### config.mk
export PLATFORM = sky130hd
export DESIGN_NAME = pm_domain_mux
export DESIGN_NICKNAME = d
export VERILOG_FILES = /design/src/rtl/pm_domain_mux_pkg.sv /design/src/rtl/pm_domain_mux_in_fifo.sv /design/src/rtl/pm_domain_mux.sv
export SDC_FILE = /design/constraint.sdc
export NUM_CORES = 1
export LEC_CHECK = 0
export ABC_AREA = 1
export BUFFER_PORTS_ARGS = -buffer_cell sky130_fd_sc_hd__buf_2
export CAP_MARGIN = 20
export CORE_AREA = 10 10 326 328
export CTS_BUF_LIST = sky130_fd_sc_hd__clkbuf_8
export DETAILED_ROUTE_END_ITERATION = 8
export DIE_AREA = 0 0 336 338
export GPL_TIMING_DRIVEN = 0
export SLEW_MARGIN = 15
export SYNTH_ARGS = -nofsm -noshare
export SYNTH_HDL_FRONTEND = slang
export SYNTH_SLANG_ARGS = --single-unit
### constraint.sdc
create_clock -name clk_pm_i -period 8.6 [get_ports clk_pm_i]
set_input_delay 1.72 -clock clk_pm_i [delete_from_list [all_inputs] [get_ports clk_pm_i]]
set_output_delay 1.72 -clock clk_pm_i [all_outputs]
set_load 0.005 [all_outputs]
### src/rtl/pm_domain_mux_pkg.sv
// Shared arbiter state type, default packet geometry and a clog2 helper for the PM domain mux.
package pm_domain_mux_pkg;

    typedef enum logic [0:0] {
        ARB_IDLE = 1'b0,
        ARB_LOCK = 1'b1
    } arb_state_e;

    localparam int DEF_PKT_W     = 128;
    localparam int DEF_SEL_W     = 3;
    localparam int DEF_BURST_BIT = 127;

    function automatic int clog2(input int value);
        int res;
        res = 32'sd0;
        for (int v = value - 32'sd1; v > 32'sd0; v = v >> 1) begin
            res = res + 32'sd1;
        end
        return res;
    endfunction

endpackage

### src/rtl/pm_domain_mux_in_fifo.sv
// Per-core inbound FIFO: single clock, wrap-bit pointers; pushes when full and pops when empty are ignored.
module pm_domain_mux_in_fifo
    import pm_domain_mux_pkg::*;
#(
    parameter int PKT_W    = DEF_PKT_W,
    parameter int IN_DEPTH = 2
) (
    input  logic             clk,
    input  logic             rst_n,
    input  logic             push,
    input  logic [PKT_W-1:0] push_data,
    input  logic             pop,
    output logic [PKT_W-1:0] head_data,
    output logic             full,
    output logic             empty
);
    localparam int AW = clog2(IN_DEPTH);
    localparam logic [AW:0] PTR_ONE = {{AW{1'b0}}, 1'b1};

    logic [PKT_W-1:0] mem_r [IN_DEPTH];
    logic [AW:0]      wr_ptr_r;
    logic [AW:0]      rd_ptr_r;
    logic             do_push_s;
    logic             do_pop_s;

    assign full      = (wr_ptr_r[AW] != rd_ptr_r[AW]) && (wr_ptr_r[AW-1:0] == rd_ptr_r[AW-1:0]);
    assign empty     = (wr_ptr_r == rd_ptr_r);
    assign do_push_s = push && !full;
    assign do_pop_s  = pop && !empty;
    assign head_data = mem_r[rd_ptr_r[AW-1:0]];

    // Pointer update; reset discards any held packets.
    always_ff @(posedge clk) begin
        if (!rst_n) begin
            wr_ptr_r <= '0;
            rd_ptr_r <= '0;
        end else begin
            if (do_push_s) wr_ptr_r <= wr_ptr_r + PTR_ONE;
            if (do_pop_s)  rd_ptr_r <= rd_ptr_r + PTR_ONE;
        end
    end

    // Storage write; contents are don't-care until the pointer makes them visible.
    always_ff @(posedge clk) begin
        if (do_push_s) mem_r[wr_ptr_r[AW-1:0]] <= push_data;
    end

endmodule

### src/rtl/pm_domain_mux.sv
// PM domain packet mux: round-robin outbound arbitration with burst lock, core-select inbound steering.
// Optional per-core traffic counters are built when PM_DOMAIN_MUX_STATS_EN is defined.
module pm_domain_mux
    import pm_domain_mux_pkg::*;
#(
    parameter int NUM_CORES = 2,
    parameter int PKT_W     = DEF_PKT_W,
    parameter int SEL_LSB   = 0,
    parameter int SEL_W     = DEF_SEL_W,
    parameter int BURST_BIT = DEF_BURST_BIT,
    parameter int IN_DEPTH  = 2
) (
    input  logic                       clk_pm_i,
    input  logic                       reset_pm_n_i,
    input  logic [NUM_CORES-1:0]       core_out_valid_i,
    input  logic [NUM_CORES*PKT_W-1:0] core_out_data_i,
    output logic [NUM_CORES-1:0]       core_out_ready_o,
    output logic                       noc_out_valid_o,
    output logic [PKT_W-1:0]           noc_out_data_o,
    input  logic                       noc_out_ready_i,
    input  logic                       noc_in_valid_i,
    input  logic [PKT_W-1:0]           noc_in_data_i,
    output logic                       noc_in_ready_o,
    output logic [NUM_CORES-1:0]       core_in_valid_o,
    output logic [NUM_CORES*PKT_W-1:0] core_in_data_o,
    input  logic [NUM_CORES-1:0]       core_in_ready_i,
    output logic [7:0]                 drop_cnt_o,
    output logic [NUM_CORES*32-1:0]    stats_o
);
    localparam int            CW          = (NUM_CORES > 1) ? clog2(NUM_CORES) : 1;
    localparam logic [CW-1:0] LAST_CORE   = CW'(NUM_CORES - 1);
    localparam logic [CW-1:0] CORE_ONE    = CW'(1);
    localparam logic [31:0]   NUM_CORES_U = 32'(NUM_CORES);

    arb_state_e           state_r;
    logic [CW-1:0]        rr_ptr_r;
    logic [CW-1:0]        lock_core_r;
    logic [CW-1:0]        grant_s;
    logic                 offer_s;
    logic                 ld_s;
    logic                 hs_s;
    logic [PKT_W-1:0]     grant_data_s;
    logic                 noc_out_valid_r;
    logic [PKT_W-1:0]     noc_out_data_r;
    logic [7:0]           drop_cnt_r;
    logic [31:0]          sel_s;
    logic                 in_range_s;
    logic                 in_ready_s;
    logic [NUM_CORES-1:0] push_s;
    logic [NUM_CORES-1:0] full_s;
    logic [NUM_CORES-1:0] empty_s;

    // Grant: pinned while locked, otherwise first valid core at or above rr_ptr with wrap.
    always_comb begin
        grant_s = rr_ptr_r;
        offer_s = 1'b0;
        if (state_r == ARB_LOCK) begin
            grant_s = lock_core_r;
            offer_s = 1'b1;
        end else begin
            for (int k = NUM_CORES - 1; k >= 0; k--) begin
                grant_s = core_out_valid_i[(int'(rr_ptr_r) + k) % NUM_CORES]
                        ? CW'((int'(rr_ptr_r) + k) % NUM_CORES) : grant_s;
                offer_s = offer_s | core_out_valid_i[(int'(rr_ptr_r) + k) % NUM_CORES];
            end
        end
    end

    assign ld_s         = !noc_out_valid_r || noc_out_ready_i;
    assign grant_data_s = core_out_data_i[int'(grant_s)*PKT_W +: PKT_W];
    assign hs_s         = reset_pm_n_i && ld_s && offer_s && core_out_valid_i[grant_s];

    // One-hot accept towards the granted core only.
    always_comb begin
        core_out_ready_o = '0;
        if (reset_pm_n_i && ld_s && offer_s) begin
            core_out_ready_o[grant_s] = 1'b1;
        end else begin
            core_out_ready_o = '0;
        end
    end

    // Output register and arbiter state; both advance only on an accepted packet.
    always_ff @(posedge clk_pm_i) begin
        if (!reset_pm_n_i) begin
            noc_out_valid_r <= 1'b0;
            noc_out_data_r  <= '0;
            state_r         <= ARB_IDLE;
            rr_ptr_r        <= '0;
            lock_core_r     <= '0;
        end else begin
            if (ld_s) begin
                noc_out_valid_r <= hs_s;
                if (hs_s) noc_out_data_r <= grant_data_s;
            end
            if (hs_s) begin
                case (state_r)
                    ARB_IDLE: begin
                        rr_ptr_r <= (grant_s == LAST_CORE) ? '0 : grant_s + CORE_ONE;
                        if (grant_data_s[BURST_BIT]) begin
                            state_r     <= ARB_LOCK;
                            lock_core_r <= grant_s;
                        end
                    end
                    ARB_LOCK: begin
                        if (!grant_data_s[BURST_BIT]) state_r <= ARB_IDLE;
                    end
                    default: state_r <= ARB_IDLE;
                endcase
            end
        end
    end

    assign noc_out_valid_o = noc_out_valid_r;
    assign noc_out_data_o  = noc_out_data_r;

    assign sel_s      = 32'(noc_in_data_i[SEL_LSB +: SEL_W]);
    assign in_range_s = (sel_s < NUM_CORES_U);

    // Inbound steering: ready follows the addressed FIFO; unknown slots always accept (and drop).
    always_comb begin
        push_s     = '0;
        in_ready_s = 1'b1;
        for (int i = 0; i < NUM_CORES; i++) begin
            push_s[i]  = noc_in_valid_i && (sel_s == 32'(i));
            in_ready_s = (sel_s == 32'(i)) ? !full_s[i] : in_ready_s;
        end
    end

    assign noc_in_ready_o = in_ready_s;

    for (genvar gi = 0; gi < NUM_CORES; gi++) begin : g_in_fifo
        pm_domain_mux_in_fifo #(
            .PKT_W    (PKT_W),
            .IN_DEPTH (IN_DEPTH)
        ) u_fifo (
            .clk       (clk_pm_i),
            .rst_n     (reset_pm_n_i),
            .push      (push_s[gi]),
            .push_data (noc_in_data_i),
            .pop       (core_in_ready_i[gi]),
            .head_data (core_in_data_o[gi*PKT_W +: PKT_W]),
            .full      (full_s[gi]),
            .empty     (empty_s[gi])
        );
        assign core_in_valid_o[gi] = !empty_s[gi];
    end

    // Dropped-packet counter, holding at its maximum.
    always_ff @(posedge clk_pm_i) begin
        if (!reset_pm_n_i) begin
            drop_cnt_r <= 8'd0;
        end else if (noc_in_valid_i && !in_range_s && (drop_cnt_r != 8'hFF)) begin
            drop_cnt_r <= drop_cnt_r + 8'd1;
        end
    end

    assign drop_cnt_o = drop_cnt_r;

`ifdef PM_DOMAIN_MUX_STATS_EN
    logic [15:0] out_cnt_r [NUM_CORES];
    logic [15:0] in_cnt_r  [NUM_CORES];

    // Per-core traffic counters, wrapping modulo 2**16.
    always_ff @(posedge clk_pm_i) begin
        for (int i = 0; i < NUM_CORES; i++) begin
            if (!reset_pm_n_i) begin
                out_cnt_r[i] <= 16'd0;
                in_cnt_r[i]  <= 16'd0;
            end else begin
                if (hs_s && (grant_s == CW'(i))) out_cnt_r[i] <= out_cnt_r[i] + 16'd1;
                if (push_s[i] && !full_s[i])     in_cnt_r[i]  <= in_cnt_r[i] + 16'd1;
            end
        end
    end

    // Pack counters as {in_cnt, out_cnt} per core.
    always_comb begin
        stats_o = '0;
        for (int i = 0; i < NUM_CORES; i++) begin
            stats_o[i*32 +: 32] = {in_cnt_r[i], out_cnt_r[i]};
        end
    end
`else
    assign stats_o = '0;
`endif

endmodule

==> flow_metrics.py <==
metrics = {
    "run_status": {
        "status": "completed",
    },
    "die": {
        "die_w_um": 336,
        "core-area_um2": 99600,
        "initial_utilization_pct": 26.3,
        "die_area_um2": 114000,
        "rows": 116,
        "io_pins": 854,
        "die_h_um": 338,
    },
    "clock_network": {
        "root_buffer": "clkbuf_8",
        "cts_num_sinks": 662,
        "cts_hold_buf": 0,
        "clkLatencyLatePin_ps": 740,
        "htree_levels": 3,
        "cts_resized": 0,
        "clk_path_buf_depth": 3,
        "post_cts_buffers": 0,
        "clk_pin_slew_ps": 50,
        "cts_made_buffers": 112,
        "cts_tree": "built",
    },
    "finish": {
        "drive_above_1_share_pct": 44.5,
        "fin_nets": 3385,
        "utilization_pct": 34.9,
        "final_cell_mix": "buf_2 (847), edfxtp_1 (512), nand2_1 (283)",
        "post-route-cell-area_um2": 34700,
        "area_delta_synth_final_pct": 32.8,
        "final_common_cell": "buf_2",
        "instances_no_fill": 4395,
    },
    "timing": {
        "fin_skew_ps": 39.9,
        "whs_ps": 460,
        "finalCritPeriodShare_pct": 56.1,
        "fin_crit_ps": 4820,
        "worstMarginPinSlew_ps": 979,
        "relSlewSlack_pct": 34.7,
        "slew_violations": 0,
        "hold_viol": 0,
        "setup_viol": 0,
        "max_freq_mhz": 207,
        "rsz0062_at_grt": "no",
    },
    "setup_path": {
        "cp.required_ps": 6880,
        "crit_buf_inv": 3,
        "cp_top_family": "buffers and inverters",
        "arrival_ps": 3100,
        "crit_path_max_incr_delay_ps": 520,
        "slowest_stage": "clkbuf_1",
        "crit_type": "in -> out",
        "cp-start-kind": "input port",
        "cp_max_fo": 10,
        "crit_path_end_kind": "primary output",
        "crit_chain": "buf_2, a21oi_1, nand2_2, nand2_2, clkbuf_1, nor2_1, buf_2",
    },
    "yosys": {
        "ys_types": 30,
        "synth_top_area_share_pct": 58.8,
        "syn_inst": 2002,
        "ys_ff_latch": 662,
        "synth.avg_cell_area_um2": 13.1,
        "yosysWarnings": 0,
        "synth_edf_count": 512,
        "synth-async-reset-ratio_pct": 0,
        "yosys.area.top_type": "edfxtp_1",
        "syn-cell-area_um2": 26200,
        "ys.flop_type": "edfxtp_1",
        "ys_seq_area_share_pct": 70.3,
        "synth_area_leaders": "edfxtp_1 (59%), dfxtp_1 (11%), mux2_2 (11%)",
    },
    "placement": {
        "gp_congestion": 0.892,
        "placed_cell_area_um2": 32500,
        "dp.cells": 4176,
        "dpl.hpwl_um": 80100,
        "portBuffers": 789,
    },
    "detailed_routing": {
        "drt_iter0_drc": 1054,
        "drtPass1Iterations": 5,
        "viasPerCell": 4.33,
        "wire_per_inst_um": 22.7,
        "ant_nets": 0,
        "vias": 19011,
        "drt_wl_total_um": 99900,
        "drc_errors": 0,
    },
    "power_and_ir_drop": {
        "finalPower_mw": 7.24,
        "power.switching_mw": 1.90,
        "leakage_nw": 14.4,
        "p_clk_share_pct": 37.9,
        "switching_share_pct": 26.3,
        "p_comb_share_pct": 12.7,
        "power_density_nw_per_um2": 208,
        "ir_drop_v": 0.000115,
        "p_seq_share_pct": 49.4,
        "p_int_mw": 5.33,
    },
    "global_routing": {
        "grt_pass1_wl_um": 136000,
        "grt_overflow": 0,
        "antenna_found_initial": 13,
        "grt_max_degree": 26,
        "track_usage_pct": 16.5,
        "grt_pass1_vias": 19032,
    },
    "run": {
        "cap_violations": 0,
    },
    "hold_path": {
        "hp-class": "reg -> reg",
    },
}
routing by layer:
| metal | wire, µm | part of all wire, % | GRT usage [%] | up-vias |
|---|---|---|---|---|
| li1 | - | - | - | 8959 |
| met1 | 38400 | 38 | 18.7 | 9152 |
| met2 | 50500 | 51 | 29.3 | 778 |
| met3 | 8750 | 8.8 | 5.39 | 116 |
| met4 | 2150 | 2.2 | 4.55 | 6 |
| met5 | 41 | 0.041 | 0 | - |
metrics by stage:
step	TNS, ps	setup slack, ps
6_report	0	3780
5_1_grt	0	3690
4_1_cts	0	3670
3_5_place_dp	0	3820
3_3_place_gp	-2264510	-4660
2_1_floorplan	0	443
cell type report:
type                       instances  area, µm²
clock buffer                     124       1710
clock inverter                    87        504
buffer                           178       1070
antenna                            8       20.0
tap                             1298       1620
inverter                          26       97.6
timing repair buffer             813       4470
multi-input combinational       1199       6880
fill                           10033      64800
sequential                       662      18400
flip-flops by register name (all words and copies together), names as in the netlist, named ones only:
signal,cells
drop_cnt_o,8
rr_ptr_r,1
state_r,1
g_in_fifo.u_fifo.rd_ptr_r,4
noc_out_data_o,128
noc_out_valid_o,1
g_in_fifo.u_fifo.mem_r,512
lock_core_r,1
g_in_fifo.u_fifo.wr_ptr_r,4
tightest hold or removal path, delay by kind of cell (launching register included):
kind	cells	cell delay, ps
AO/OA/AOI/OAI	1	50
buffers and inverters	1	50
flip-flops	1	310
power by group through the flow:
| stage | clock network (mW) | registers [mW] | logic, mW |
|---|---|---|---|
| after floorplan | 0 | 3.65 | 0.424 |
| after global placement | 0 | 3.65 | 0.920 |
| after detailed placement | 0 | 3.64 | 0.935 |
| after CTS | 2.84 | 3.57 | 0.938 |
| after global routing | 2.98 | 3.58 | 1.01 |
| final | 2.74 | 3.57 | 0.923 |
cells by family (layout without fill, tap and decap cells):
kind of cell,count (synthesis),in the layout,share of synthesized area (%)
mux,256,256,11.0
xor+xnor,3,3,0.100
simple gates,712,712,11.0
other cells,1,72,0.0143
fa+ha+maj,1,1,0.0478
buf+inv,204,1228,4.45
flops,662,662,70.3
compound gates,163,163,3.14
worst paths after layout:
path	start	endpoint	slack [ps]	cells past startpoint
max	core_out_valid_i[0]	core_out_ready_o[0]	3780	7
min	drop_cnt_o[4]	drop_cnt_o[4]	460	2
max reg2reg	g_in_fifo[1].u_fifo.wr_ptr_r[1]	g_in_fifo[1].u_fifo.mem_r[0][82]	5850	9
min reg2reg	drop_cnt_o[4]	drop_cnt_o[4]	460	2
synth_stat cells, types with 2 or more instances:
library cell,instances
edfxtp_1,512
nand2_1,283
nor2_1,282
mux2_2,256
dfxtp_1,150
nand3_1,135
o21ai_1,104
buf_4,83
buf_2,58
o21ai_0,36
clkbuf_1,33
inv_1,24
a21oi_1,20
nor3_1,4
buf_1,2
buf_6,2
inv_2,2
nand2_2,2
nand4_1,2
xnor2_1,2
(Power assumes the default switching activity.)
